$ cat src/rtl/demux_select_seq.sv
// Round-robin select sequencer feeding a 1-to-4 demux: grants one channel at a time with a
// fixed enable window followed by an idle gap. Optional stats: DEMUX_SELECT_SEQ_STATS_EN.
module demux_select_seq #(
  parameter int HOLD_CYCLES = 4,
  parameter int GAP_CYCLES  = 1,
  parameter int CNT_W       = 8
) (
  input  logic       clk,
  input  logic       rst,
  input  logic [3:0] req,
  input  logic       din,
  output logic       s1,
  output logic       s0,
  output logic       e,
  output logic       i,
  output logic       busy,
  output logic       grant_done
`ifdef DEMUX_SELECT_SEQ_STATS_EN
  ,
  input  logic        stat_clr,
  output logic [31:0] stat_cnt
`endif
);

  localparam logic [1:0] ST_IDLE = 2'd0;
  localparam logic [1:0] ST_HOLD = 2'd1;
  localparam logic [1:0] ST_GAP  = 2'd2;

  localparam logic [CNT_W-1:0] HOLD_LOAD = CNT_W'(HOLD_CYCLES - 1);
  localparam logic [CNT_W-1:0] GAP_LOAD  = CNT_W'((GAP_CYCLES > 0) ? GAP_CYCLES - 1 : 0);

  logic [1:0]       state;
  logic [1:0]       ptr;
  logic [CNT_W-1:0] cnt;
  logic [1:0]       pick;
  logic [1:0]       idx;
  logic             req_any;
  logic             eval_idle;
  logic             grant_fire;

  // Protocol: req[n] is a level request with no acknowledge; the grant is visible as
  // e=1 with {s1,s0}=n, and a request not held at an arbitration edge is simply missed.
  always_comb begin
    pick = ptr;
    idx  = ptr;
    // Walk from farthest to nearest so the first set bit after ptr wins.
    for (int k = 4; k >= 1; k--) begin
      idx = ptr + 2'(k);
      if (req[idx]) pick = idx;
    end
  end

  assign req_any = |req;

  // Arbitration happens in IDLE and also on the final edge of GAP (or HOLD when there is no gap),
  // so a continuously requesting system sees a period of exactly HOLD+GAP cycles.
  assign eval_idle = (state == ST_IDLE) ||
                     (state == ST_GAP  && cnt == '0) ||
                     (state == ST_HOLD && cnt == '0 && GAP_CYCLES == 0);
  assign grant_fire = eval_idle && req_any;

  always_ff @(posedge clk) begin
    if (rst) begin
      state      <= ST_IDLE;
      ptr        <= 2'd3;
      cnt        <= '0;
      s1         <= 1'b0;
      s0         <= 1'b0;
      e          <= 1'b0;
      i          <= 1'b0;
      busy       <= 1'b0;
      grant_done <= 1'b0;
    end else begin
      i <= din;
      if (eval_idle) begin
        if (req_any) begin
          state      <= ST_HOLD;
          ptr        <= pick;
          {s1, s0}   <= pick;
          cnt        <= HOLD_LOAD;
          e          <= 1'b1;
          busy       <= 1'b1;
          grant_done <= (HOLD_CYCLES == 1);
        end else begin
          state      <= ST_IDLE;
          e          <= 1'b0;
          busy       <= 1'b0;
          grant_done <= 1'b0;
        end
      end else begin
        case (state)
          ST_HOLD: begin
            if (cnt == '0) begin
              state      <= ST_GAP;
              cnt        <= GAP_LOAD;
              e          <= 1'b0;
              grant_done <= 1'b0;
            end else begin
              cnt        <= cnt - 1'b1;
              grant_done <= (cnt == CNT_W'(1));
            end
          end
          ST_GAP: begin
            cnt <= cnt - 1'b1;
          end
          default: begin
            state <= ST_IDLE;
          end
        endcase
      end
    end
  end

`ifdef DEMUX_SELECT_SEQ_STATS_EN
  // One saturating byte per channel; clear beats a same-edge increment.
  always_ff @(posedge clk) begin
    if (rst || stat_clr) begin
      stat_cnt <= '0;
    end else if (grant_fire && stat_cnt[{pick, 3'b000} +: 8] != 8'hff) begin
      stat_cnt[{pick, 3'b000} +: 8] <= stat_cnt[{pick, 3'b000} +: 8] + 8'd1;
    end
  end
`endif

endmodule
$ cat config.mk
export PLATFORM = sky130hd
export DESIGN_NAME = demux_select_seq
export DESIGN_NICKNAME = d
export VERILOG_FILES = /design/src/rtl/demux_select_seq.sv
export SDC_FILE = /design/constraint.sdc
export NUM_CORES = 1
export LEC_CHECK = 0
export ABC_AREA = 1
export CAP_MARGIN = 20
export CORE_MARGIN = 2
export CORE_UTILIZATION = 40
export CTS_BUF_LIST = sky130_fd_sc_hd__clkbuf_4
export DETAILED_ROUTE_END_ITERATION = 8
export PLACE_DENSITY_LB_ADDON = 0.08
export SYNTH_ARGS = -nofsm -noshare
export SYNTH_HDL_FRONTEND = slang
export SYNTH_SLANG_ARGS = --single-unit
$ cat constraint.sdc
create_clock -name clk -period 2 [get_ports clk]
set_input_delay 0.2 -clock clk [delete_from_list [all_inputs] [get_ports clk]]
set_output_delay 0.2 -clock clk [all_outputs]
set_load 0.01 [all_outputs]
# After elaboration in Yosys (flattened, before gate mapping)
# Index checks and enable logic that the tools add are counted.
# totals
input_bits	7
elab_cells	57
regBits	18
# classes
n_reduce_logical	13
eq_ne	6
n_mux	22
magnitude_cmp	3
add_sub_neg	4
# op_table
operator	count
$mux W8	3
$pmux W8 S2	1
$mux W2	5
$lt A2 B3 Y1 const B	3
$mux W1	9
$eq A8 B1 Y1 const B	1
$logic_not A8 Y1	1
$reduce_and A2 Y1	4
$sub A8 B1 Y8 const B	1
$bmux W1 S2	3
$add A2 B2 Y2 const B	2
$ne A2 B2 Y1 const B	2
$pmux W2 S2	1
$reduce_bool A2 Y1	2
$reduce_or A4 Y1	1
$ne A3 B3 Y1 const B	1
$reduce_bool A3 Y1	1
$add A2 B1 Y2 const B	1
$eq A2 B1 Y1 const B	1
$eq A2 B2 Y1 const B	1
$logic_not A2 Y1	1
$reduce_or A2 Y1	1
$logic_and A1 B1 Y1	1
$logic_or A1 B1 Y1	1

# Depth between registers and ports, before layout
# depth
ltp_word	6
mapped_depth	10
ltp_nobuf	10

# Worst setup path before layout
# OpenSTA, ideal clock, no wires.
# synth_path
path_type	register -> register
from	register cnt[0]
to	register s1
n_path_buf	0
required_time_ns	1.875
period_less_slack_ns	1.417
setup_time_ns	0.125
t_arrival_ns	1.291
stages_incl_launch_ff	10
setup_slack_ns	0.583
path_cell_list	dfxtp_1 -> inv_1 -> ha_1 -> nand2_4 -> o21ai_4 -> nand3_2 -> inv_2 -> nor2_1 -> nand2_1 -> o21ai_2
# synth_via
elab_chain_len	4
# synth_rtl
item	line	text
start: declaration	34	logic [CNT_W-1:0] cnt;
start signal: assignment	99	cnt <= cnt - 1'b1;
start signal: assignment	104	cnt <= cnt - 1'b1;
$logic_not A8 Y1	58	(state == ST_GAP && cnt == '0) ||
$logic_and A1 B1 Y1	58	
$logic_or A1 B1 Y1	57	assign eval_idle = (state == ST_IDLE) ||
$reduce_and A2 Y1 (no line)	n/a	
end signal: assignment	79	{s1, s0} <= pick;
end: declaration	12	output logic s1,
# Every way passes these cells.
# A chain may end at the register's enable or synchronous reset.

# Worst setup path after layout
# layout_path
from	register cnt[0]
to	register cnt[0]
# layout_via
elab_chain_len	5
# layout_rtl
item
parallel branches: the longest is 5 deep, another holds $sub A8 B1 Y8
# Several ways; the timed one is not identified.

==> impl_metrics.toml <==
[sta]
hold_violations = 0
setup_viol = 0
fin_crit_sh_pct = 78.47
final_max_slew_viol_count = 0
fmax_mhz = 637.2
fin_crit_ns = 1.569
worst_clock_skew_ns = 0.001436
setup_ws_ns = 0.4305
rsz0062_at_grt = "false"
setup_tns_ns = 0
timing.slew.headroom_pct = 76.43
worst_pin_slew_ns = 0.3530

[routing]
ant_nets = 0
wl_met3_um = 98
via_per_inst = 4.941
drtIter0Drc = 53
highest_layer = "met4"
drt_pass1_iterations = 4
wl_met2_um = 962
route.detailed.drc = 0
wl_um = 2332
num_vias = 1082
met1_length_um = 1218
avgRoutedWirePerCell_um = 10.65

[place]
place_congestion = 0.7738
pre_cts_ws_ns = 0.4245
hpwl_um = 1751
postPlaceCellArea_sq_mm = 0.001266
numPortBuffers = 12

[cts]
cts_tree = "built"
clockRootBuffer = "clkbuf_4"
cts_resized = 0
h-tree-depth = 1
clk_pin_slew_worst_paths_ns = 0.10
cts_made_buffers = 3
insertion_delay_ns = 0.30
cts.sinks = 18
holdBufCountCts = 0
clk_path_buf_depth = 2
post-cts-setup-buffers = 0

[setup_path]
crit_chain = "inv_1, ha_1, nand2_4, o21ai_4, nand3_4, nand2_4, inv_2, nor2_1, nor2_1"
critPathMaxStageDelay_ns = 0.34
critical_path.top_delay_family = "simple AND/OR/NAND/NOR gates"
arrival_ns = 1.78
critPathLaunchType = "register"
required_ns = 2.21
cp_slowest_cell = "dfxtp_1"
critPathKind = "reg2reg"
cp_max_fo = 8
path_buf_inv = 2
worstSetupEndpointType = "register"

[global_route]
grt_pass1_vias = 961
grt.total_usage_pct = 16.15
antenna_found_initial = 0
grt_pass1_wl_um = 4105
grt_max_degree = 13
grt_overflow_total = 0

[floorplanning]
num_io_pins = 13
std_cell_rows = 19
dieArea_sq_mm = 0.003209
die_w_um = 56.65
core_sq_mm = 0.002686
initial_utilization_pct = 41.27
fp.dieH_um = 56.65

[synth]
syn_area_sq_mm = 0.001109
synth_seq_cells = 18
synth_warnings = 0
yosysSeqAreaShare_pct = 32.51
netlist_instances = 173
syn_nets = 182
avgSynthCellArea_sq_um = 6.408
ys_types = 26

[finish]
synthToLayoutAreaGrowth_pct = 16.59
diodes = 0
postLayoutCellArea_sq_mm = 0.001292
fin_nets = 198
post-route-util_pct = 48.11
drive_gt1_share_pct = 9.574

[power]
total_leakage_power_uw = 0.0006428
power_density_mw_per_mm2 = 1577
vdd_drop_max_uv = 756.6

[job]
maxCapViolCount = 0

[hold_path]
hp-class = "in2reg"

[run_status]
run_status = "finished clean"
==> cell usage after synthesis <==
cell,count,share of area (%)
a211oi_1,2,1.4
a21oi_1,7,3.2
buf_2,1,0.45
clkbuf_1,1,0.34
dfxtp_1,18,33
ha_1,2,2.3
inv_1,27,9.1
inv_2,2,0.68
nand2_1,53,18
nand2_2,1,0.56
nand2_4,2,2.0
nand3_1,15,6.8
nand3_2,2,1.8
nand3_4,1,1.6
nand4_1,5,2.8
nor2_1,17,5.8
nor2_2,2,1.1
nor2_4,1,1.0
o2111ai_1,1,0.79
o21ai_0,6,2.7
o21ai_1,2,0.90
o21ai_2,1,0.79
o21ai_4,1,1.5
o31ai_1,1,0.68
or2_2,1,0.56
xnor2_1,1,0.79
==> area by class of cell <==
type                    instances  area [sq um]
flip-flops and latches         18         360.3
well taps                      31         38.79
repair buffers                 13         127.6
inverters                      29         108.9
multi-input cells             124         630.6
clock buffers                   3         22.52
fillers                       277          1394
clock inverters                 1         3.754
==> layer usage <==
metal  global-route usage [%]  vias up
li1                         -      576
met1                    22.45      473
met2                    23.92       28
met3                    2.535        5
met4                    8.503        0
met5                        0        -
==> placed cells by master, fill, tap and decap left out <==
| master | count |
|---|---|
| a211oi_1 | 2 |
| nand2_4 | 2 |
| clkbuf_4 | 3 |
| clkinv_1 | 1 |
| buf_4 | 1 |
| o31ai_1 | 1 |
| inv_2 | 2 |
| inv_1 | 27 |
| nand2_2 | 1 |
| o21ai_2 | 1 |
| clkdlybuf4s50_1 | 12 |
| nor2_2 | 2 |
| or2_2 | 1 |
| dfxtp_1 | 18 |
| nor2_4 | 1 |
| nand3_4 | 1 |
| nand4_1 | 5 |
| xnor2_1 | 1 |
| o21ai_0 | 6 |
| o21ai_4 | 1 |
| a21oi_1 | 7 |
| ha_1 | 2 |
| nand3_1 | 15 |
| o2111ai_1 | 1 |
| nor2_1 | 17 |
| nand2_1 | 53 |
| nand3_2 | 2 |
| o21ai_1 | 2 |
==> tightest hold or removal path, stage by stage <==
cell	delay [ns]
clkdlybuf4s50_1	0.39
inv_1	0.05
nor2_1	0.03
==> kinds of logic after synthesis <==
| logic type | count (synthesis) | share of synthesized area (%) |
|---|---|---|
| and+or+nand+nor | 100 | 41.99 |
| xor gates and xnor gates | 1 | 0.7902 |
| buffers and inverters | 31 | 10.61 |
| AOI/OAI and AO/OA | 21 | 11.85 |
| adders and majority gates | 2 | 2.257 |
| DFF | 18 | 32.51 |
==> state kept, by name (all words and copies together) (netlist names) <==
signal and count:
cnt 8, ptr 2, state 2, busy 1
e 1, grant_done 1, i 1, s0 1
s1 1
==> path summary, 6_finish.rpt <==
path,start,endpoint,slack (ns),cells past startpoint
worst min register to register,s0,s0,0.46,2
worst max register to register,cnt[0],cnt[0],0.43,9
worst min-delay path,din,i,0.40,3
worst max-delay path,cnt[0],cnt[0],0.43,9
==> stage by stage <==
step / power [uW] / cells / hold slack, ns
floorplan: 1560 / 173 / 0.3070
global placement: 1838 / 215 / 0.4409
CTS: 2048 / 219 / 0.3944
detailed placement: 1846 / 215 / 0.4455
finish: 2038 / 219 / 0.3992
global route: 2274 / 219 / 0.4406
==> power breakdown <==
group	internal, uW	total (uW)	switching, uW	leakage [uW]
Clock	72.9	193	120	0.0000154
Sequential	496	642	146	0.000149
Combinational	456	1200	747	0.000479
Note: power is estimated with default switching activity, not from simulation.
